--- config.mk ---
export PLATFORM = sky130hd
export DESIGN_NAME = mb_wr_seq
export DESIGN_NICKNAME = d
export VERILOG_FILES = /design/src/rtl/mb_wr_seq_pkg.sv /design/src/rtl/mb_ack_timer.sv /design/src/rtl/mb_wr_seq.sv
export SDC_FILE = /design/constraint.sdc
export NUM_CORES = 1
export LEC_CHECK = 0
export ABC_CLOCK_PERIOD_IN_PS = 10800
export BUFFER_PORTS_ARGS = -buffer_cell sky130_fd_sc_hd__buf_2
export CORE_MARGIN = 2
export CORE_UTILIZATION = 40
export DETAILED_ROUTE_END_ITERATION = 6
export HOLD_SLACK_MARGIN = 0.1
export PLACE_DENSITY = 0.73
export SYNTH_ARGS = -nofsm -noshare
export SYNTH_HDL_FRONTEND = slang
export SYNTH_SLANG_ARGS = --single-unit
export TNS_END_PERCENT = 50
--- constraint.sdc ---
create_clock -name clk -period 10.8 [get_ports clk]
set_clock_uncertainty 0.1 [all_clocks]
set_input_delay 0 -clock clk [delete_from_list [all_inputs] [get_ports clk]]
set_output_delay 0 -clock clk [all_outputs]
set_load 0.02 [all_outputs]
--- src/rtl/mb_wr_seq_pkg.sv ---
// MBOX write-data sequencer shared types.
// Word type, state encoding and default ack timeout.
package mb_wr_seq_pkg;
  localparam int MB_WR_WIDTH = 36;
  localparam int MB_WR_ACK_TIMEOUT = 64;

  typedef logic [0:MB_WR_WIDTH-1] tWord;

  typedef enum logic {
    IDLE,
    XFER
  } tMbWrState;

  function automatic logic odd_par(tWord w);
    return ~^w;
  endfunction
endpackage

--- src/rtl/mb_ack_timer.sv ---
// Memory acknowledge watchdog.
// Saturating count of VALID cycles without ACKN.
module mb_ack_timer
  import mb_wr_seq_pkg::*;
#(
  parameter int ACK_TIMEOUT = MB_WR_ACK_TIMEOUT
) (
  input  logic clk,
  input  logic RESET,
  input  logic run,
  input  logic clear,
  output logic expired
);

  localparam int TW = $clog2(ACK_TIMEOUT + 1);

  logic [TW-1:0] cnt;

  // Count stalled cycles; hold at the limit instead of wrapping.
  always_ff @(posedge clk) begin
    if (RESET || clear) begin
      cnt <= '0;
    end else if (run && cnt != TW'(ACK_TIMEOUT)) begin
      cnt <= cnt + TW'(1);
    end
  end

  // The stall that lands on the limit is the expiring one.
  assign expired = run && (cnt >= TW'(ACK_TIMEOUT - 1));

endmodule

--- src/rtl/mb_wr_seq.sv ---
// MBOX memory write-data sequencer.
// Sends masked MB words in quadword wrap order with odd parity.
module mb_wr_seq
  import mb_wr_seq_pkg::*;
#(
  parameter int WIDTH       = 36,
  parameter int NWORDS      = 4,
  parameter int ACK_TIMEOUT = MB_WR_ACK_TIMEOUT
) (
  input  logic             clk,
  input  logic             RESET,
  input  logic             START,
  input  logic [0:1]       START_WORD,
  input  logic [0:3]       WORD_REQ,
  input  logic [0:WIDTH-1] MB0_IN,
  input  logic [0:WIDTH-1] MB1_IN,
  input  logic [0:WIDTH-1] MB2_IN,
  input  logic [0:WIDTH-1] MB3_IN,
  input  logic             MEM_ACKN,
  output logic [0:WIDTH-1] MEM_DATA_OUT,
  output logic             MEM_PAR_OUT,
  output logic             MEM_DATA_VALID,
  output logic [0:1]       MEM_WORD_NUM,
  output logic             BUSY,
  output logic             DONE,
  output logic             NXM
);

  tMbWrState state, state_n;
  tWord snap [0:3];
  tWord snap_n [0:3];
  tWord in_w [0:3];
  tWord data, data_n;
  logic [0:3] mask, mask_n;
  logic [1:0] cur, cur_n, nxt;
  logic [2:0] visits, visits_n;
  logic valid, valid_n;
  logic par, par_n;
  logic done, done_n;
  logic nxm, nxm_n;
  logic start_ok, xfer, run, expired;

  assign in_w[0] = MB0_IN;
  assign in_w[1] = MB1_IN;
  assign in_w[2] = MB2_IN;
  assign in_w[3] = MB3_IN;

  assign start_ok = (state == IDLE) && START;
  assign xfer     = valid && MEM_ACKN;
  assign run      = valid && !MEM_ACKN;
  assign nxt      = cur + 2'd1;

  mb_ack_timer #(
    .ACK_TIMEOUT(ACK_TIMEOUT)
  ) u_timer (
    .clk     (clk),
    .RESET   (RESET),
    .run     (run),
    .clear   (xfer || start_ok),
    .expired (expired)
  );

  // State, snapshot and registered output bus.
  always_ff @(posedge clk) begin
    if (RESET) begin
      state  <= IDLE;
      snap   <= '{default: '0};
      mask   <= '0;
      cur    <= '0;
      visits <= '0;
      valid  <= 1'b0;
      data   <= '0;
      par    <= 1'b0;
      done   <= 1'b0;
      nxm    <= 1'b0;
    end else begin
      state  <= state_n;
      snap   <= snap_n;
      mask   <= mask_n;
      cur    <= cur_n;
      visits <= visits_n;
      valid  <= valid_n;
      data   <= data_n;
      par    <= par_n;
      done   <= done_n;
      nxm    <= nxm_n;
    end
  end

  // Next state: VALID always mirrors mask[cur] while in XFER,
  // so a zero VALID cycle is exactly one skip.
  always_comb begin
    state_n  = state;
    snap_n   = snap;
    mask_n   = mask;
    cur_n    = cur;
    visits_n = visits;
    valid_n  = valid;
    data_n   = data;
    par_n    = par;
    done_n   = 1'b0;
    nxm_n    = nxm;
    unique case (state)
      IDLE: begin
        if (START) begin
          state_n  = XFER;
          snap_n   = in_w;
          mask_n   = WORD_REQ;
          cur_n    = START_WORD;
          visits_n = '0;
          nxm_n    = 1'b0;
          valid_n  = WORD_REQ[START_WORD];
          data_n   = WORD_REQ[START_WORD] ? in_w[START_WORD] : '0;
          par_n    = WORD_REQ[START_WORD] &&
                     odd_par(in_w[START_WORD]);
        end
      end
      XFER: begin
        if (run) begin
          if (expired) begin
            state_n = IDLE;
            nxm_n   = 1'b1;
            done_n  = 1'b1;
            valid_n = 1'b0;
            data_n  = '0;
            par_n   = 1'b0;
          end
        end else begin
          if (xfer) mask_n[cur] = 1'b0;
          cur_n    = nxt;
          visits_n = visits + 3'd1;
          if (visits == 3'(NWORDS - 1)) begin
            state_n = IDLE;
            done_n  = 1'b1;
            valid_n = 1'b0;
            data_n  = '0;
            par_n   = 1'b0;
          end else begin
            valid_n = mask[nxt];
            data_n  = mask[nxt] ? snap[nxt] : '0;
            par_n   = mask[nxt] && odd_par(snap[nxt]);
          end
        end
      end
      default: state_n = IDLE;
    endcase
  end

  assign MEM_DATA_OUT   = data;
  assign MEM_PAR_OUT    = par;
  assign MEM_DATA_VALID = valid;
  assign MEM_WORD_NUM   = cur;
  assign BUSY           = (state == XFER);
  assign DONE           = done;
  assign NXM            = nxm;

endmodule

## Word-level counts from Yosys, hierarchy flattened

Cells that the tools add are included.

| storage, ports and cells | value |
|---|---|
| bits in registers | 201 |
| output and inout bits | 43 |
| logic and storage cells | 107 |

| cells by class | value |
|---|---|
| add/sub/neg operators | 3 |
| magnitude comparators | 5 |
| equal/unequal tests | 8 |
| mux-type cells | 52 |
| bitwise operators | 6 |
| reductions and logical operators | 19 |

Operator list:

| operator | count |
|---|---|
| two-way mux 36 bit | 10 |
| binary-select mux 36 bit (select 2 bit) | 2 |
| one-hot mux 36 bit (2 select lines) | 1 |
| XNOR reduction 36 bit | 2 |
| two-way mux 1 bit | 22 |
| two-way mux 4 bit | 3 |
| greater-or-equal comparator 3 bit (second input constant) | 3 |
| inverter 2 -> 3 bit | 3 |
| logical AND 1 bit | 8 |
| one-hot mux 1 bit (2 select lines) | 4 |
| one-hot mux 4 bit (2 select lines) | 1 |
| adder 7 x 1 -> 7 bit (second input constant) | 1 |
| greater-or-equal comparator 7 x 6 -> 1 bit (second input constant) | 1 |
| != test 7 bit (second input constant) | 1 |
| two-way mux 3 bit | 2 |
| != test 2 x 1 -> 1 bit (second input constant) | 3 |
| one-hot mux 3 bit (2 select lines) | 1 |
| AND reduction 2 bit | 3 |
| AND reduction 3 bit | 2 |
| AND 4 bit | 1 |
| binary-select mux 1 bit (select 2 bit) | 2 |
| two-way mux 2 bit | 2 |
| != test 2 bit (second input constant) | 2 |
| inverter 4 bit | 1 |
| 11 further kinds | 12 |

## Logic depth before layout (Yosys ltp)

Gate-level depths: netlist (run 1).

| logic depth | value |
|---|---|
| word-level depth | 10 |
| depth in mapped cells | 14 |

## Modules after synthesis

A second synthesis (run 1) with hierarchy kept.

| unflattened totals | value |
|---|---|
| cells, all modules | 1087 |
| area total of the unflattened synthesis | 9883.2 um^2 |

Modules (own cells, without submodules):

| module | instances | cells an instance | area each (um^2) | sequential area each (um^2) |
|---|---|---|---|---|
| mb_wr_seq | 1 | 1044 | 9519.1 | 3883.7 |
| mb_ack_timer | 1 | 43 | 364.1 | 140.1 |

## Worst setup path before layout (run 1)

No wires, ideal clock.

| path | value |
|---|---|
| kind | register -> register |
| start point | register cur[0], in the netlist MEM_WORD_NUM[1] |
| end point | register par, in the netlist MEM_PAR_OUT |
| arrival time | 3.312 ns |
| required time | 10.564 ns |
| slack | 7.252 ns |
| stages on the path, launching flop included | 15 |
| period minus slack after synthesis | 3.548 ns |
| cell sequence | dfxtp_1 buf_4 buf_4 inv_1 ha_1 buf_2 buf_2 mux4_2 xnor2_1 xnor2_1 xnor2_1 xnor3_1 xnor2_1 a22oi_1 a211oi_2 |

| on the way | value |
|---|---|
| longest elaborated chain between the ends | 10 |

RTL lines:

| item | RTL line | source |
|---|---|---|
| from (decl) | mb_wr_seq.sv:35 | `logic [1:0] cur, cur_n, nxt;` |
| from (signal assigned) | mb_wr_seq.sv:80 | `cur <= cur_n;` |
| adder 2 x 1 -> 2 bit * | mb_wr_seq.sv:51 | `assign nxt = cur + 2'd1;` |
| inverter 2 -> 3 bit (implied by the code) * | mb_wr_seq.sv:141 | `par_n = mask[nxt] && odd_par(snap[nxt]);` |
| binary-select mux 36 bit (select 2 bit) | mb_wr_seq.sv:141 |  |
| two-way mux 36 bit (implied by the code) (2 in a row) | mb_wr_seq.sv:141 |  |
| XNOR reduction 36 bit | mb_wr_seq_pkg.sv:15 | `return ~^w;` |
| logical AND 1 bit * | mb_wr_seq.sv:141 |  |
| two-way mux 1 bit * | mb_wr_seq.sv:132 | `if (visits == 3'(NWORDS - 1)) begin` |
| two-way mux 1 bit * | mb_wr_seq.sv:119 | `if (run) begin` |
| one-hot mux 1 bit (2 select lines) * | mb_wr_seq.sv:103 | `unique case (state)` |
| to (signal assigned) | mb_wr_seq.sv:84 | `par <= par_n;` |
| to (decl) | mb_wr_seq.sv:38 | `logic par, par_n;` |

Every way passes the cells marked *; elsewhere a longest branch is shown, timed or not. The select of a mux whose other input is x is not followed.
A chain may end at the register's enable or synchronous reset.

## Final worst setup path (run 1)

Same ends and word-level chain as after synthesis.

==> results.json, run 1 <==
{
  "rows": 55,
  "die_area_sq_mm": 0.0241,
  "diodes": 0,
  "rsz0062_at_grt": "no",
  "synth_top_cell_area_share_pct": 43.9,
  "total_power_w": 0.00219,
  "worst_ep_arrival_time_ns": 4.67,
  "drt.antenna.violating_nets": 0,
  "setup_viol": 0,
  "average_footprint_of_a_synthesized_cell_sq_um": 12.1,
  "achievable-frequency_mhz": 225,
  "grt_overflow_total": 0,
  "wire_per_inst_microns": 19.7,
  "grt_max_degree": 100,
  "multi_input_comb_area_sq_mm": 0.00483,
  "grt_pass1_vias": 7895,
  "synth-seq-area-share_pct": 43.9,
  "critical-path-max-stage-delay_ns": 1.10,
  "post_synth_num_cell_types": 35,
  "ctsHtreeMaxLevel": 1,
  "dp_hpwl_mm": 16.7,
  "clockBufferDepth": 3,
  "drtIter0Drc": 563,
  "layout-area-overhead-vs-synth_pct": 37.8,
  "post_synth_inst_count": 759,
  "post_cts_resized": 0,
  "postSynthNetCount": 921,
  "post-route-drc-count": 0,
  "power.leakage_nw": 5.17,
  "cellPowerDensity_mw_per_mm2": 173,
  "numClockSinks": 201,
  "tritoncts.num_buffers": 23,
  "place_congestion": 0.788,
  "drt-total-wl_mm": 27.0,
  "maxCapViolations": 0,
  "maxSlewViolCount": 0,
  "crit_path_start_kind": "flip-flop",
  "crit_path_frequent_cell": "xnor2_1",
  "seq_cells_post_synth": 201,
  "buffer_ports.inserted": 196,
  "grt_usage_pct": 22.0,
  "synth_ff_type": "dfxtp_1",
  "num_vias": 7808,
  "layout-drive-gt1-share_pct": 29.5,
  "worst-endpoint-required_ns": 11.03,
  "coreArea_sq_mm": 0.0226,
  "synth-async-reset-ratio_pct": 0,
  "worst_slew_pin_slew_ns": 1.08,
  "slew_headroom_pct": 28.1,
  "cell_type_contributing_the_most_total_cell_area_after_synthesis": "dfxtp_1",
  "die_w_microns": 155,
  "timing.final.crit_share_pct": 41.1,
  "cts_post_setup_buffers_inserted": 0,
  "cts.root.buffer_cell": "clkbuf_16",
  "cpMaxStageDelayCell": "ha_2",
  "final.min_clock_period_ns": 4.44,
  "status": "complete, no violations",
  "cts_tree": "done",
  "synth.most_common_cell": "dfxtp_1",
  "tns_ns": 0,
  "drt-vias-per-instance": 5.68,
  "worstSetupPathType": "reg -> reg",
  "antenna_found_initial": 1,
  "num-nets-final": 1235,
  "clk_latency_ns": 0.50,
  "hold_viol_final": 0,
  "start_util_pct": 40.6,
  "worst_hold_path_type": "in -> reg",
  "fillCellCount": 1898,
  "io_pins": 197,
  "synth-edff-count": 0,
  "synth.area.top_cells": "dfxtp_1 44%, mux4_2 17%, a22o_1 14%",
  "regArea_sq_mm": 0.00403,
  "die_height_microns": 155,
  "clk_pin_slew_worst_paths_ns": 0.06,
  "timing.critical_path.fanout_max": 43,
  "yosysWarningCount": 0,
  "endpoint_kind": "flip-flop",
  "critical_path.cell_chain": "inv_1 -> ha_2 -> mux4_1 -> xnor2_1 -> xnor2_1 -> xnor2_1 -> xnor3_1 -> xnor2_1 -> a22oi_1 -> a211oi_2",
  "synth.top_cells.by_count": "201 x dfxtp_1, 144 x a22o_1, 68 x mux4_2, 60 x xnor2_1, 59 x nor2_1",
  "power.ir.vdd_worst_mv": 0.0963,
  "global_route_wire_length_before_repair_mm": 42.6,
  "drtPass1Iterations": 5,
  "syn-cell-area_sq_mm": 0.00917
}
## stage by stage
| stage | instances | instance area, sq um | hold slack [ns] | util, % | setup WS [ns] |
|---|---|---|---|---|---|
| after detailed placement | 1178 | 10300 | 0.127 | 45.6 | 6.32 |
| after CTS | 1374 | 12600 | 0.103 | 56.0 | 6.30 |
| after floorplan | 759 | 9170 | 0.0257 | - | 7.25 |
| after global routing | 1374 | 12600 | 0.111 | 56.0 | 6.03 |
| after global placement | 1178 | 10300 | 0.121 | 45.6 | 6.47 |
| final | 1374 | 12600 | 0.0672 | 56.0 | 6.36 |
## flip-flops by register name, summed over array words and instances, names as in the netlist
| signal | cells |
|---|---|
| visits | 3 |
| NXM | 1 |
| DONE | 1 |
| u_timer.cnt | 7 |
| MEM_DATA_VALID | 1 |
| snap | 144 |
| BUSY | 1 |
| mask | 4 |
| MEM_DATA_OUT | 36 |
| MEM_PAR_OUT | 1 |
| MEM_WORD_NUM | 2 |
## path summary, 6_finish.rpt
check,startpoint,end,slack [ns],depth (start not counted)
max,MEM_WORD_NUM[1],MEM_PAR_OUT,6.36,10
min,RESET,visits[2],0.07,2
max reg2reg,MEM_WORD_NUM[1],MEM_PAR_OUT,6.36,10
min reg2reg,NXM,NXM,0.36,2
## cell families (layout without fill, tap and decap cells)
family / count (synthesis) / count (layout) / share of synthesized area, %
fa+ha+maj: 8 / 8 / 1.09
flops: 201 / 201 / 43.9
xor+xnor: 74 / 74 / 7.53
simple gates: 87 / 87 / 3.99
buf+inv: 77 / 407 / 3.74
mux: 76 / 76 / 18.5
compound gates: 236 / 236 / 21.3
## placed cells by master (no fill, tap or decap), types with 5 or more instances in the layout
master         Yosys  final
dfxtp_1          201    200
buf_2             10    196
dlygate4sd3_1      0    155
a22o_1           144    144
mux4_2            68     68
xnor2_1           60     60
nor2_1            59     57
a211oi_1          40     40
a22oi_1           38     38
clkbuf_16          0     24
nand2_1           13     12
xor2_1            10     10
buf_4              5      8
inv_1              7      7
ha_1               8      7
a21oi_1            5      5
mux4_1             5      5
clkinv_2           0      5
## where the power goes
group	total, W	internal (W)	switching [W]
combinational	0.000547	0.000287	0.000260
clock	0.000811	0.000504	0.000307
sequential	0.000833	0.000793	0.0000395
## critical path, delay by kind of cell, from the launching register on
family,cells,cell delay (ns)
XOR/XNOR,5,1.18
adder cells (fa/ha/maj),1,1.10
flip-flops,1,0.89
multiplexers,1,0.47
AO/OA/AOI/OAI,2,0.31
buffers and inverters,1,0.22
## per-layer routing
layer	wire length, microns	vias to the layer above	track usage (%)
li1	-	3591	-
met4	909	2	8.21
met1	11000	3798	28.8
met5	13	-	0
met2	13100	349	36.5
met3	2000	68	3.87
## layout make-up
class                      instances  share of cell area (%)
tap                              285                    2.82
timing repair buffer             359                    20.5
inverter                           7                   0.208
multi-input combinational        481                    38.3
sequential                       201                    31.9
clock inverter                     9                   0.981
clock buffer                      32                    5.31
## what timing repair did
| action | in CTS | in global routing |
|---|---|---|
| hold buffers | 155 | 0 |
| setup endpoints to repair | 0 | 0 |
| hold endpoints to repair | 186 | 0 |
Note: power is estimated with default switching activity, not from simulation.
==> run 2, diff against run 1 <==
Settings changed: ABC_CLOCK_PERIOD_IN_PS 10800 to 4500.
Clock period 10.8 ns to 4.5 ns, I/O delays scaled along.
==> results.json, run 2 (synthesized netlist as in run 1, its figures left out) <==
{
  "rows": 55,
  "drt-vias-per-instance": 5.68,
  "power.ir.vdd_worst_mv": 0.221,
  "die_area_sq_mm": 0.0241,
  "place_congestion": 0.804,
  "worst_ep_arrival_time_ns": 4.02,
  "timing.critical_path.fanout_max": 25,
  "maxCapViolations": 0,
  "grt_pass1_vias": 7924,
  "tns_ns": 0,
  "setup.worst_path.start": "MEM_WORD_NUM[1]",
  "grt_max_degree": 58,
  "final.min_clock_period_ns": 3.71,
  "clockBufferDepth": 3,
  "most-common-layout-cells": "200 x dfxtp_1, 196 x buf_2, 156 x dlygate4sd3_1",
  "worst_slew_pin_slew_ns": 1.11,
  "finalNonFillerCells": 1377,
  "route.met2.wl_mm": 13.1,
  "status": "complete, no violations",
  "numClockSinks": 201,
  "drtPass1Iterations": 5,
  "p_clk_share_pct": 33.3,
  "cts_tree": "done",
  "die_height_microns": 155,
  "timing.final.crit_share_pct": 82.3,
  "cts.root.buffer_cell": "clkbuf_16",
  "maxSlewViolCount": 0,
  "crit_path_start_kind": "flip-flop",
  "dp_hpwl_mm": 17.6,
  "drtIter0Drc": 570,
  "largest_register_ffs": 144,
  "cts_post_setup_buffers_inserted": 0,
  "utilization_pct": 55.8,
  "coreArea_sq_mm": 0.0226,
  "layout.cells.most_common": "dfxtp_1",
  "wire_per_inst_microns": 19.7,
  "io_pins": 197,
  "num-nets-final": 1242,
  "grt_usage_pct": 22.0,
  "clk_latency_ns": 0.50,
  "worst-r2r-setup-slack_ns": 0.79,
  "die_w_microns": 155,
  "critical_path.reg2reg.endpoint": "MEM_PAR_OUT",
  "crit-reg2reg-launch": "MEM_WORD_NUM[1]",
  "achievable-frequency_mhz": 270,
  "largest_register": "snap",
  "layout-area-overhead-vs-synth_pct": 37.3,
  "p_int_w": 0.00357,
  "cellPowerDensity_mw_per_mm2": 397,
  "power_switching_w": 0.00143,
  "clk_pin_slew_worst_paths_ns": 0.06,
  "tritoncts.num_buffers": 22,
  "endpoint_kind": "flip-flop",
  "switching_share_pct": 28.5,
  "rsz0062_at_grt": "no",
  "start_util_pct": 40.6,
  "depth_of_the_most_critical_reg_to_reg_path": 11,
  "place.detailed.instances": 1185,
  "num_vias": 7819,
  "met3_length_mm": 1.57,
  "sequentialPowerShare_pct": 39.8,
  "worst_setup_path_endpoint": "MEM_PAR_OUT",
  "grt_overflow_total": 0,
  "power.leakage_nw": 5.13,
  "worstSetupPathType": "reg -> reg",
  "post-route-drc-count": 0,
  "combPwrFrac_pct": 26.9,
  "ctsHtreeMaxLevel": 1,
  "m1WireLength_mm": 11.8,
  "hold_viol_final": 0,
  "layout-drive-gt1-share_pct": 29.3,
  "antenna_found_initial": 1,
  "drt.antenna.violating_nets": 0,
  "worst-endpoint-required_ns": 4.81,
  "global_route_wire_length_before_repair_mm": 42.5,
  "buffer_ports.inserted": 196,
  "fillCellCount": 1877,
  "worst_hold_path_type": "in -> reg",
  "drt-total-wl_mm": 27.1,
  "highest-signal-layer": "met4",
  "setup_viol": 0,
  "slew_headroom_pct": 25.6
}
[run 2: cell count changes in the layout (fill, tap and decap cells not counted)]
cell	change
buf_12	+3
clkinv_2	-3
clkinvlp_4	+2
buf_4	+4
clkbuf_1	+2
diode_2	+1
clkbuf_8	-2
dlygate4sd3_1	+1
bufinv_16	-3
clkinv_4	-1
clkbuf_16	-1
[run 2: critical path: stages (launching register included)]
cell,delay [ns]
dfxtp_4,0.54
inv_1,0.17
ha_2,0.64
buf_12,0.26
mux4_1,0.35
xnor2_1,0.23
xnor2_1,0.18
xnor2_1,0.17
xnor3_1,0.45
xnor2_1,0.17
a22oi_1,0.11
a211oi_2,0.25
[run 2: how the worst min path moves through the flow]
stage | from | endpoint | slack (ns) | cells after the start
after global routing | MB1_IN[17] | snap[90] | 0.16 | 3
after global placement | MB2_IN[16] | snap[55] | 0.12 | 2
after detailed placement | MB2_IN[7] | snap[64] | 0.13 | 2
after CTS | START_WORD[1] | MEM_WORD_NUM[1] | 0.14 | 4
final | START_WORD[1] | MEM_WORD_NUM[1] | 0.13 | 4
after floorplan | MB3_IN[35] | snap[0] | 0.03 | 1
[run 2: final cells by class]
class / count / area (sq um) / area share, %
Multi-Input combinational cell: 481 / 4830 / 38.4
Sequential cell: 201 / 4030 / 32.0
Timing Repair Buffer: 367 / 2690 / 21.4
Clock buffer: 31 / 626 / 4.97
Tap cell: 285 / 357 / 2.83
Inverter: 7 / 26.3 / 0.209
Clock inverter: 4 / 25.0 / 0.199
Antenna cell: 1 / 2.50 / 0.0199
[run 2: what timing repair did]
item / in CTS / in global routing
endpoints found under the hold margin: 189 / 0
hold buffers: 156 / 0
gates resized for setup: 0 / 0
[run 2: through the flow]
stage          power (W)  hold WS, ns  instance area, sq um  setup WS, ns
3_3_place_gp     0.00323        0.122                 10400         0.974
4_1_cts          0.00502        0.139                 12600         0.778
5_1_grt          0.00520        0.156                 12600         0.510
2_1_floorplan    0.00291       0.0257                  9170         0.952
6_report         0.00499        0.133                 12600         0.795
3_5_place_dp     0.00325        0.129                 10400         0.799
[run 2: power by group through the flow]
stage	clock, W	sequential, W	combinational [W]
floorplan	0	0.00204	0.000868
global placement	0	0.00202	0.00121
detailed placement	0	0.00202	0.00123
CTS	0.00169	0.00198	0.00134
global route	0.00176	0.00200	0.00144
finish	0.00166	0.00199	0.00134
[run 2: layer usage]
metal  global-route usage (%)  up-vias
met3                     3.73       59
met2                     37.0      290
li1                         -     3600
met4                     6.99        0
met1                     29.0     3870
met5                        0        -
==> run 3, diff against run 2 <==
Settings changed: ABC_CLOCK_PERIOD_IN_PS 4500 to 3750.
Clock period 4.5 ns to 3.75 ns, I/O delays scaled along.
==> results.json, run 3 (synthesized netlist as in run 1, its figures left out) <==
{
  "global_route_wire_length_before_repair_mm": 42.8,
  "grt_overflow_total": 0,
  "post-route-drc-count": 0,
  "crit_path_start_kind": "flip-flop",
  "grt_max_degree": 149,
  "worst-r2r-setup-slack_ns": 0.43,
  "dp_hpwl_mm": 17.4,
  "most-common-layout-cells": "200 x dfxtp_1, 196 x buf_2, 158 x dlygate4sd3_1",
  "wire_per_inst_microns": 19.9,
  "cellPowerDensity_mw_per_mm2": 484,
  "drt.antenna.violating_nets": 0,
  "clk_pin_slew_worst_paths_ns": 0.06,
  "endpoint_kind": "flip-flop",
  "timing.final.crit_share_pct": 88.6,
  "largest_register_ffs": 144,
  "drtPass1Iterations": 5,
  "rows": 55,
  "setup.worst_path.start": "MEM_WORD_NUM[0]",
  "coreArea_sq_mm": 0.0226,
  "num_vias": 7782,
  "multi_input_comb_area_sq_mm": 0.00483,
  "status": "complete, no violations",
  "power.leakage_nw": 5.18,
  "utilization_pct": 56.2,
  "rsz0062_at_grt": "no",
  "grt_usage_pct": 22.2,
  "die_height_microns": 155,
  "layout.cells.most_common": "dfxtp_1",
  "numClockSinks": 201,
  "buffer_ports.inserted": 196,
  "hold_viol_final": 0,
  "timing.critical_path.fanout_max": 18,
  "worst_slew_pin_slew_ns": 1.03,
  "io_pins": 197,
  "start_util_pct": 40.6,
  "crit-reg2reg-launch": "MEM_WORD_NUM[0]",
  "cts_tree": "done",
  "grt_pass1_vias": 8022,
  "largest_register": "snap",
  "clockBufferDepth": 3,
  "drt-vias-per-instance": 5.62,
  "place_congestion": 0.810,
  "diodes": 0,
  "maxSlewViolCount": 0,
  "die_w_microns": 155,
  "cts_post_setup_buffers_inserted": 0,
  "antenna_found_initial": 0,
  "drtIter0Drc": 491,
  "num-nets-final": 1244,
  "cts.root.buffer_cell": "clkbuf_16",
  "regArea_sq_mm": 0.00403,
  "worst_ep_arrival_time_ns": 3.65,
  "power.ir.vdd_worst_mv": 0.259,
  "ctsHtreeMaxLevel": 1,
  "critical_path.reg2reg.endpoint": "MEM_PAR_OUT",
  "setup_viol": 0,
  "worstSetupPathType": "reg -> reg",
  "clk_latency_ns": 0.50,
  "tns_ns": 0,
  "worst_setup_path_endpoint": "MEM_PAR_OUT",
  "slew_headroom_pct": 31.4,
  "depth_of_the_most_critical_reg_to_reg_path": 10,
  "worst-endpoint-required_ns": 4.08,
  "fillCellCount": 1858,
  "maxCapViolations": 0,
  "achievable-frequency_mhz": 301,
  "final.min_clock_period_ns": 3.32,
  "die_area_sq_mm": 0.0241,
  "drt-total-wl_mm": 27.5,
  "tritoncts.num_buffers": 23,
  "layout-drive-gt1-share_pct": 29.6,
  "layout-area-overhead-vs-synth_pct": 38.3,
  "worst_hold_path_type": "in -> reg"
}
-- run 3: changes by cell type in the layout (fill, tap and decap cells not counted), moves of 2 or more --
cell,delta
clkbuf_8,+3
clkinv_2,+3
buf_4,-2
dlygate4sd3_1,+2
clkinvlp_4,-2
inv_6,+2
-- run 3: final cells by class --
cell class | instances | share of cell area [%]
well taps | 285 | 2.81
clock buffers | 35 | 5.29
multi-input cells | 481 | 38.1
inverters | 7 | 0.207
repair buffers | 368 | 21.4
clock inverters | 7 | 0.336
flip-flops and latches | 201 | 31.8
-- run 3: worst min-delay path by stage --
| stage | startpoint | to | slack [ns] | cells past startpoint |
|---|---|---|---|---|
| after CTS | MB3_IN[5] | snap[30] | 0.13 | 3 |
| final | MB0_IN[1] | snap[142] | 0.15 | 3 |
| after detailed placement | MB1_IN[13] | snap[94] | 0.13 | 2 |
| after global placement | MB2_IN[10] | snap[61] | 0.12 | 2 |
| after floorplan | MB3_IN[35] | snap[0] | 0.03 | 1 |
| after global routing | MB2_IN[1] | snap[70] | 0.16 | 3 |
-- run 3: timing repair --
item                                   4_1_cts  5_1_grt
resized for setup                            0        0
endpoints found under the hold margin      196        0
hold buffers                               158        0
-- run 3: per-stage QoR --
step           total power, W  hold slack, ns  std cells  setup slack [ns]  instance area [sq um]
3_3_place_gp          0.00389           0.122       1184             0.545                  10400
2_1_floorplan         0.00349          0.0257        759             0.202                   9170
3_5_place_dp          0.00390           0.128       1184             0.409                  10400
5_1_grt               0.00640           0.157       1384             0.169                  12700
4_1_cts               0.00617           0.132       1384             0.381                  12700
6_report              0.00613           0.152       1384             0.428                  12700
-- run 3: critical path, stage by stage (launching register included) --
cell and delay [ns]:
dfxtp_1 0.39, inv_1 0.08, ha_2 0.64, mux4_2 0.41
xnor2_1 0.30, xnor2_1 0.18, xnor2_1 0.16, xnor3_1 0.44
xnor2_1 0.16, a22oi_1 0.11, a211oi_2 0.25
-- run 3: where the power goes --
part           switching (W)  leakage [nW]  internal [W]
logic               0.000783          3.18      0.000844
clock network       0.000898         0.356       0.00124
registers          0.0000888          1.65       0.00228
-- run 3: metal layers --
layer | routed length [microns] | up-vias | part of all wire [%] | global-route usage, %
met5 | 0 | - | 0 | 0
met4 | 901 | 0 | 3.3 | 8.34
met3 | 1560 | 77 | 5.7 | 3.84
met2 | 13500 | 294 | 49 | 38.1
met1 | 11600 | 3803 | 42 | 28.1
li1 | - | 3608 | - | -
